$ cat src/rtl/corr_accumulator_pkg.sv
// Shared acquire-engine constants, FSM encoding and the chip-count to
// correlation-value mapping used by the coherent accumulator.
package corr_accumulator_pkg;

  localparam int MATCH_BITS = 31;
  localparam int CNT_W      = 5;
  localparam int LEN_W      = 6;
  localparam int ACC_W      = 12;
  localparam int MAG_W      = 11;
  localparam int IDX_W      = 10;

  typedef enum logic {
    ST_IDLE  = 1'b0,  // no partial sum held
    ST_ACCUM = 1'b1   // partial sum held in acc
  } state_e;

  // Map a matching-chip count to its correlation value 2*cnt - 31
  // (range -31..+31), returned already sign-extended to the accumulator width.
  function automatic logic signed [ACC_W-1:0] chip_sum(input logic [CNT_W-1:0] cnt);
    logic signed [ACC_W-1:0] twice;
    twice = $signed({{(ACC_W-CNT_W-1){1'b0}}, cnt, 1'b0});
    return twice - $signed(ACC_W'(MATCH_BITS));
  endfunction

endpackage

$ cat src/rtl/corr_accumulator_peak_tracker.sv
// Tracks the largest |result| seen since clear/reset and the result index at
// which it was captured. Strictly-greater comparison, so ties keep the
// earlier index.
module peak_tracker
  import corr_accumulator_pkg::*;
(
  input  logic                    clk,
  input  logic                    rst,
  input  logic                    clear,
  input  logic signed [ACC_W-1:0] result,
  input  logic                    result_valid,
  input  logic [IDX_W-1:0]        result_index,
  output logic [MAG_W-1:0]        peak_mag,
  output logic [IDX_W-1:0]        peak_index
);

  logic [MAG_W-1:0] mag;
  logic [MAG_W-1:0] peak_mag_d, peak_mag_q;
  logic [IDX_W-1:0] peak_index_d, peak_index_q;

  // |result| fits in MAG_W bits (max 1984), so negate only the low bits.
  always_comb begin
    mag = result[ACC_W-1] ? (~result[MAG_W-1:0] + MAG_W'(1)) : result[MAG_W-1:0];
  end

  // Next peak: cleared on clear, captured on a strictly larger valid result.
  always_comb begin
    peak_mag_d   = peak_mag_q;
    peak_index_d = peak_index_q;
    if (clear) begin
      peak_mag_d   = '0;
      peak_index_d = '0;
    end else if (result_valid && (mag > peak_mag_q)) begin
      peak_mag_d   = mag;
      peak_index_d = result_index;
    end
  end

  // Peak registers.
  always_ff @(posedge clk) begin
    if (rst) begin
      peak_mag_q   <= '0;
      peak_index_q <= '0;
    end else begin
      peak_mag_q   <= peak_mag_d;
      peak_index_q <= peak_index_d;
    end
  end

  assign peak_mag   = peak_mag_q;
  assign peak_index = peak_index_q;

endmodule

$ cat src/rtl/corr_accumulator.sv
// Coherent correlation accumulator: sums (acc_length+1) segment values
// 2*match_cnt-31, emits each sum as a one-cycle result pulse with a running
// result index, and tracks the peak magnitude.
// Handshake: match_valid is a plain qualifier (no ready); every cycle with
// match_valid high and clear low is consumed. result_valid is a one-cycle
// pulse with no back-pressure.
module corr_accumulator
  import corr_accumulator_pkg::*;
(
  input  logic                    clk,
  input  logic                    rst,
  input  logic                    clear,
  input  logic [LEN_W-1:0]        acc_length,
  input  logic                    match_valid,
  input  logic [CNT_W-1:0]        match_cnt,
  output logic                    result_valid,
  output logic signed [ACC_W-1:0] result,
  output logic [IDX_W-1:0]        result_index,
  output logic [MAG_W-1:0]        peak_mag,
  output logic [IDX_W-1:0]        peak_index,
  output state_e                  dbg_state
);

  state_e                  state_d, state_q;
  logic signed [ACC_W-1:0] acc_d, acc_q;
  logic [LEN_W-1:0]        seg_cnt_d, seg_cnt_q;
  logic [LEN_W-1:0]        len_d, len_q;
  logic signed [ACC_W-1:0] result_d, result_q;
  logic                    result_valid_d, result_valid_q;
  logic [IDX_W-1:0]        result_index_d, result_index_q;
  logic signed [ACC_W-1:0] sample;

  assign sample = chip_sum(match_cnt);

  // Next-state logic: clear beats match_valid; the final segment dumps acc+sample.
  always_comb begin
    state_d        = state_q;
    acc_d          = acc_q;
    seg_cnt_d      = seg_cnt_q;
    len_d          = len_q;
    result_d       = result_q;
    result_valid_d = 1'b0;
    // The index advances in the cycle after each pulse.
    result_index_d = result_valid_q ? (result_index_q + IDX_W'(1)) : result_index_q;

    if (clear) begin
      state_d        = ST_IDLE;
      acc_d          = '0;
      seg_cnt_d      = '0;
      result_index_d = '0;
    end else if (match_valid) begin
      unique case (state_q)
        ST_IDLE: begin
          len_d = acc_length;
          if (acc_length == '0) begin
            result_d       = sample;
            result_valid_d = 1'b1;
            acc_d          = '0;
            seg_cnt_d      = '0;
          end else begin
            acc_d     = sample;
            seg_cnt_d = LEN_W'(1);
            state_d   = ST_ACCUM;
          end
        end
        ST_ACCUM: begin
          if (seg_cnt_q == len_q) begin
            result_d       = acc_q + sample;
            result_valid_d = 1'b1;
            acc_d          = '0;
            seg_cnt_d      = '0;
            state_d        = ST_IDLE;
          end else begin
            acc_d     = acc_q + sample;
            seg_cnt_d = seg_cnt_q + LEN_W'(1);
          end
        end
        default: state_d = ST_IDLE;
      endcase
    end
  end

  // FSM and datapath registers.
  always_ff @(posedge clk) begin
    if (rst) begin
      state_q        <= ST_IDLE;
      acc_q          <= '0;
      seg_cnt_q      <= '0;
      len_q          <= '0;
      result_q       <= '0;
      result_valid_q <= 1'b0;
      result_index_q <= '0;
    end else begin
      state_q        <= state_d;
      acc_q          <= acc_d;
      seg_cnt_q      <= seg_cnt_d;
      len_q          <= len_d;
      result_q       <= result_d;
      result_valid_q <= result_valid_d;
      result_index_q <= result_index_d;
    end
  end

  peak_tracker u_peak (
    .clk          (clk),
    .rst          (rst),
    .clear        (clear),
    .result       (result_q),
    .result_valid (result_valid_q),
    .result_index (result_index_q),
    .peak_mag     (peak_mag),
    .peak_index   (peak_index)
  );

  assign result_valid = result_valid_q;
  assign result       = result_q;
  assign result_index = result_index_q;
  assign dbg_state    = state_q;

endmodule

$ cat config.mk
export PLATFORM = sky130hd
export DESIGN_NAME = corr_accumulator
export DESIGN_NICKNAME = d
export VERILOG_FILES = /design/src/rtl/corr_accumulator_pkg.sv /design/src/rtl/corr_accumulator_peak_tracker.sv /design/src/rtl/corr_accumulator.sv
export SDC_FILE = /design/constraint.sdc
export NUM_CORES = 1
export LEC_CHECK = 0
export ABC_AREA = 1
export BUFFER_PORTS_ARGS = -buffer_cell sky130_fd_sc_hd__buf_2
export CAP_MARGIN = 30
export CORE_MARGIN = 2
export CORE_UTILIZATION = 35
export CTS_CLUSTER_SIZE = 28
export DETAILED_ROUTE_END_ITERATION = 8
export PLACE_DENSITY_LB_ADDON = 0.12
export SYNTH_ARGS = -nofsm -noshare
export SYNTH_HDL_FRONTEND = slang
export SYNTH_SLANG_ARGS = --single-unit
$ cat constraint.sdc
create_clock -name clk -period 3 [get_ports clk]
set_input_delay 0.45 -clock clk [delete_from_list [all_inputs] [get_ports clk]]
set_output_delay 0.45 -clock clk [all_outputs]
set_load 0.05 [all_outputs]
Word level (Yosys, flattened, before mapping) --
Cells that the tools add are included.
Storage, ports and cells: output and inout port bits 45, bits of input ports 15, memory bits (writable) 0, memories kept 0, word-level logic and storage cells 44, bits in registers 69, latch bits 0, ROM bits 0
Cells by class: equal/unequal tests 3, add/subtract/negate cells 5, reduce and logical (&&, ||, !) cells 6, magnitude comparators 1, muxes and demuxes 16, multiply operators 0, bitwise logic cells 4, div/mod/pow operators 0, shift-type cells 0
Operators with widths (number):
- two-way mux 12 bit | 4
- one-hot mux 12 bit (2 select lines) | 2
- adder 12 x 7 -> 12 bit | 1
- one-hot mux 6 bit (2 select lines) | 1
- adder 11 x 1 -> 11 bit, second input constant | 1
- > comparator 11 bit | 1
- two-way mux 11 bit | 1
- inverter 11 bit | 1
- adder 10 x 1 -> 10 bit, second input constant | 1
- subtractor 6 x 5 -> 7 bit, second input constant | 1
- adder 6 x 1 -> 6 bit, second input constant | 1
- == test 6 bit | 1
- zero test 6 bit | 1
- two-way mux 6 bit | 1
- two-way mux 1 bit | 5
- one-hot mux 1 bit (2 select lines) | 2
- AND reduction 4 bit | 1
- inverter 1 bit | 3
- AND reduction 3 bit | 1
- OR reduction 3 bit | 1
- != test 2 x 1 -> 1 bit, second input constant | 1
- != test 2 bit, second input constant | 1
- OR reduction 2 bit | 1
- logical AND 1 bit | 1

Longest topological paths before layout --
depth after elaboration 5, gate-level depth with buffers 18, gate-level depth less buffers 18

By module --
Synthesis repeated with hierarchy kept, for this count alone.
Second synthesis, totals: cells, all modules 634, area, all modules 4166.5 µm²
By module, submodules not included:
- corr_accumulator | area each 2815.2 µm², sequential area each 960.9 µm², cells each 432, times used 1
- peak_tracker | area each 1351.3 µm², sequential area each 420.4 µm², cells each 202, times used 1

Worst setup path after synthesis --
Ideal clock, no wire load.
kind register -> register, from reg result_q[1], in the netlist result[1], to reg u_peak.peak_mag_q[0], in the netlist u_peak.peak_mag[0], data required time 2.930 ns, path buffers 1, library setup time 0.070 ns, data arrival time 2.782 ns, path slack 0.148 ns, period minus slack after synthesis 2.852 ns, cell stages (with the launch flop) 18, cells stage by stage dfxtp_1 inv_1 ha_1 nand3_1 nor2_1 nand2_1 nand2_1 nand2_1 xor2_1 ha_1 nand2_1 inv_1 nor3_1 nand3_2 nand2_2 buf_4 nand2_1 a21oi_1
Between the ends: longest elaborated chain between the ends 5
Ends and longest elaborated chain:
- start: declaration | RTL line corr_accumulator.sv:28 | logic signed [ACC_W-1:0] result_d, result_q;
- start signal: assignment | RTL line corr_accumulator.sv:98 | result_q <= result_d;
- inverter 11 bit | RTL line corr_accumulator_peak_tracker.sv:23 | mag = result[ACC_W-1] ? (~result[MAG_W-1:0] + MAG_W'(1)) : result[MAG_W-1:0];
- adder 11 x 1 -> 11 bit | RTL line corr_accumulator_peak_tracker.sv:23
- two-way mux 11 bit | RTL line corr_accumulator_peak_tracker.sv:23
- net u_peak.mag[10] | RTL line corr_accumulator_peak_tracker.sv:17 | logic [MAG_W-1:0] mag;
- > comparator 11 bit | RTL line corr_accumulator_peak_tracker.sv:33 | end else if (result_valid && (mag > peak_mag_q)) begin
- logical AND 1 bit | RTL line corr_accumulator_peak_tracker.sv:33
- end signal: assignment | RTL line corr_accumulator_peak_tracker.sv:45 | peak_mag_q <= peak_mag_d;
- end: declaration | RTL line corr_accumulator_peak_tracker.sv:18 | logic [MAG_W-1:0] peak_mag_d, peak_mag_q;
The timed path passes the listed nets, and every way through them passes these cells. A chain may end at the register's enable or synchronous reset.

Worst setup path in the final report --
from reg result_q[0], in the netlist result[0], to reg u_peak.peak_mag_q[2], in the netlist u_peak.peak_mag[2]
The elaborated chain is that of the path after synthesis.

==> implementation parameters <==
Parameter                              Value

Outcome
  Status    finished clean

Finish
  Fin cells    831
  Area Growth Syn to Fin    18.27%
  Net count of the finished layout    723
  Fraction of layout cells with a size suffix above 1    0.1497
  Diodes inserted    0
  Final design instance area without fill    4860 um2
  Layout Utilization    0.4256

Placed design
  GPL Wtd Cong    0.8676
  Number of I/O port buffers    59
  Number of cells in the design after placement    815
  Area after detailed placement    4519 um2
  Detailed Place HPWL    8087 um

Drt
  Initial drt markers    233
  Antenna-violating nets left    0
  Sum of routed wire length over all layers    10790 um
  Detailed-route wire length per cell    12.99 um
  Routed vias    4007
  Post-route DRC violation count    0
  Number of optimization iterations in the first detailed-route pass    5
  Via count normalized by instance count    4.822

Clocking
  Post-CTS Setup Repair Bufs    0
  CTS Root Buffer Type    clkbuf_16
  Clock-pin transition on the worst setup and hold timing paths    0.06 ns
  Clock insertion delay at the later pin of the skew report    0.33 ns
  Cts bufs inserted    9
  Post-CTS Hold Fix Bufs    0
  Number of levels in the clock H-tree    3
  Number of resized instances in the post-cts repair step    0
  Number of clock sinks seen by CTS    69
  Clock Tree Buf Depth    2
  TritonCTS clock tree    done

Synthesis
  Syn. warnings    0
  Primary FF master, synth    dfxtp_1
  Number of flops mapped to enable cells by yosys    0
  Number of nets in the synthesized netlist    668
  Gate Count Post-Synth    628
  Post-synthesis sequential element count    69
  Synth async-reset ratio    0
  Dominant cells by area after synthesis    dfxtp_1 (34%), nand2_1 (16%), ha_1 (7.3%)
  Mapped Area    4109 um2
  Post-synth cell types    35
  Post-Synthesis Mean Instance Area    6.543 um2
  Leading cell type by number of instances after synthesis    nand2_1
  Top cell types by occurrence after synthesis    nand2_1 (178), nor2_1 (78), dfxtp_1 (69)
  Most area-hungry cell type in the Yosys netlist    dfxtp_1
  Sequential element share of the synthesized area    0.3362
  Portion of synthesized cell area occupied by the leading cell type    0.3362

Timing
  Worst Hold Slack    0.3395 ns
  Pin slew with the least headroom to its limit    0.8157 ns
  Relative slew margins    0.4556
  Max Fclk    0.3755 GHz
  Final Hold Fails    0
  Total negative setup slack    0 ns
  Worst setup skew after layout    0.007410 ns
  Final setup violating endpoints    0
  Ratio of final minimum period to clock period    0.8876
  Clock period minus final worst setup slack    2.663 ns
  Number of max-slew violations in the final report    0

Hold path
  Hold Path Class    input pin to flop
  Startpoint of the tightest hold check path    rst

Floorplanning
  Core area    11420 um2
  Die area    12620 um2
  Effective utilization at floorplan    0.3599
  Die H    112.4 um
  DIE WIDTH    112.4 um
  Count of pins on the block boundary    60
  Number of rows in the core area    39

Critical path
  Worst reg2reg startpoint    result[0]$_SDFFE_PP0P_
  Startpoint type of the worst setup path    flop
  Largest driver fanout on the critical path    18
  Number of buffer and inverter stages on the critical path    2
  Critical path type    flop to flop
  Category of cells accounting for the largest share of critical-path delay    simple AND/OR/NAND/NOR gates
  Worst-case register-to-register setup slack    0.34 ns
  Slowest cell on crit path    ha_1
  Critical Path AT    2.91 ns
  Critical path's most frequent cell    nand2_1
  Endpoint class of the critical path    flop
  Crit path largest cell delay    0.32 ns
  Cells along the critical path    inv_1, ha_1, nand3_1, nor2_1, nand2_1, nand2_1, nand2_1, xor2_1, ha_1, nand4_1, nor3_2, nand2_1, nand3_2, buf_6, nand3_1, a21oi_1
  Data required time at the worst endpoint    3.25 ns
  First element of the critical path    result[0]$_SDFFE_PP0P_

Global route
  Via count of the first global-routing pass    3746
  First-pass GRT wire length    18020 um
  Maximum number of pins on one net before global-route repair    25
  Met1 capacity usage during global routing    0.2487
  M3 GR Usage    0.02538
  Remaining global-route overflow    0
  Gr usage total    0.1761
  Layer with the highest usage    met2
  Fraction of met2 tracks used by global routing    0.2707
  Initial antenna violation count    0

Power
  Largest vdd supply drop    303.4 uV
  Pwr dens    490.8 nW/um2
  Leakage power    2.380 nW

Run
  Maxcap violations    0
-- sequential cells by signal, indices dropped and copies added (netlist names) --
register and cells:
acc_q 12, result_valid 1, len_q 6, u_peak.peak_mag 11, result_index 10, seg_cnt_q 6, result 12, dbg_state 1
u_peak.peak_index 10
-- per-layer routing --
layer  share of wire  routed length [um]
met1            0.51                5454
met2            0.44                4716
met3           0.039                 422
met4           0.018                 197
met5               0                   0
-- kinds of logic after synthesis --
group,share of synthesized area
AND/OR/NAND/NOR,0.3590
adder cells (fa/ha/maj),0.07795
XOR/XNOR,0.02131
flip-flops,0.3362
buffers and inverters,0.09226
AO/OA/AOI/OAI,0.1133
-- report_power, final --
group | total, mW | switching, mW | internal, mW
logic | 0.338 | 0.231 | 0.107
clock network | 1.10 | 0.385 | 0.710
registers | 0.952 | 0.0154 | 0.936
-- metrics by stage --
stage	total power [mW]	setup slack (ns)
finish	2.385	0.3372
global route	2.495	-0.02748
CTS	2.400	0.1695
detailed placement	1.297	0.1931
global placement	1.294	0.2842
floorplan	1.210	0.1475
-- cell usage in the layout (no fill, tap or decap), types with 2 or more instances in the layout --
cell and count:
nor2_2 2, nor3_1 3, clkbuf_8 3, inv_2 6
o21ai_0 28, nand2_1 178, clkbuf_16 9, a31oi_1 4
nand3_4 2, a21oi_1 54, nor3_2 2, nand3_1 48
ha_1 24, buf_4 4, nand2_2 6, buf_2 59
nand4_1 11, nor2_1 78, inv_1 68, dfxtp_1 69
nor3b_1 2, xor2_1 10
-- layout make-up --
class                           instances  area, um2
Clock inverter                          3      42.54
Inverter                               74      277.8
Clock buffer                           13      270.3
Timing Repair Buffer                   64      336.6
Tap cell                              143      178.9
Fill cell                            1209       6559
Multi-Input combinational cell        465       2372
Sequential cell                        69       1381
-- path summary, 6_finish.rpt --
path | endpoint | depth (start not counted)
setup reg to reg | u_peak.peak_mag[2]$_SDFFE_PP0P_ | 16
hold reg to reg | u_peak.peak_index[1]$_SDFFE_PP0P_ | 2
hold / removal | result_valid$_SDFF_PP0_ | 2
setup / recovery | u_peak.peak_mag[2]$_SDFFE_PP0P_ | 16
No activity file was read; power rests on OpenSTA's default activity.
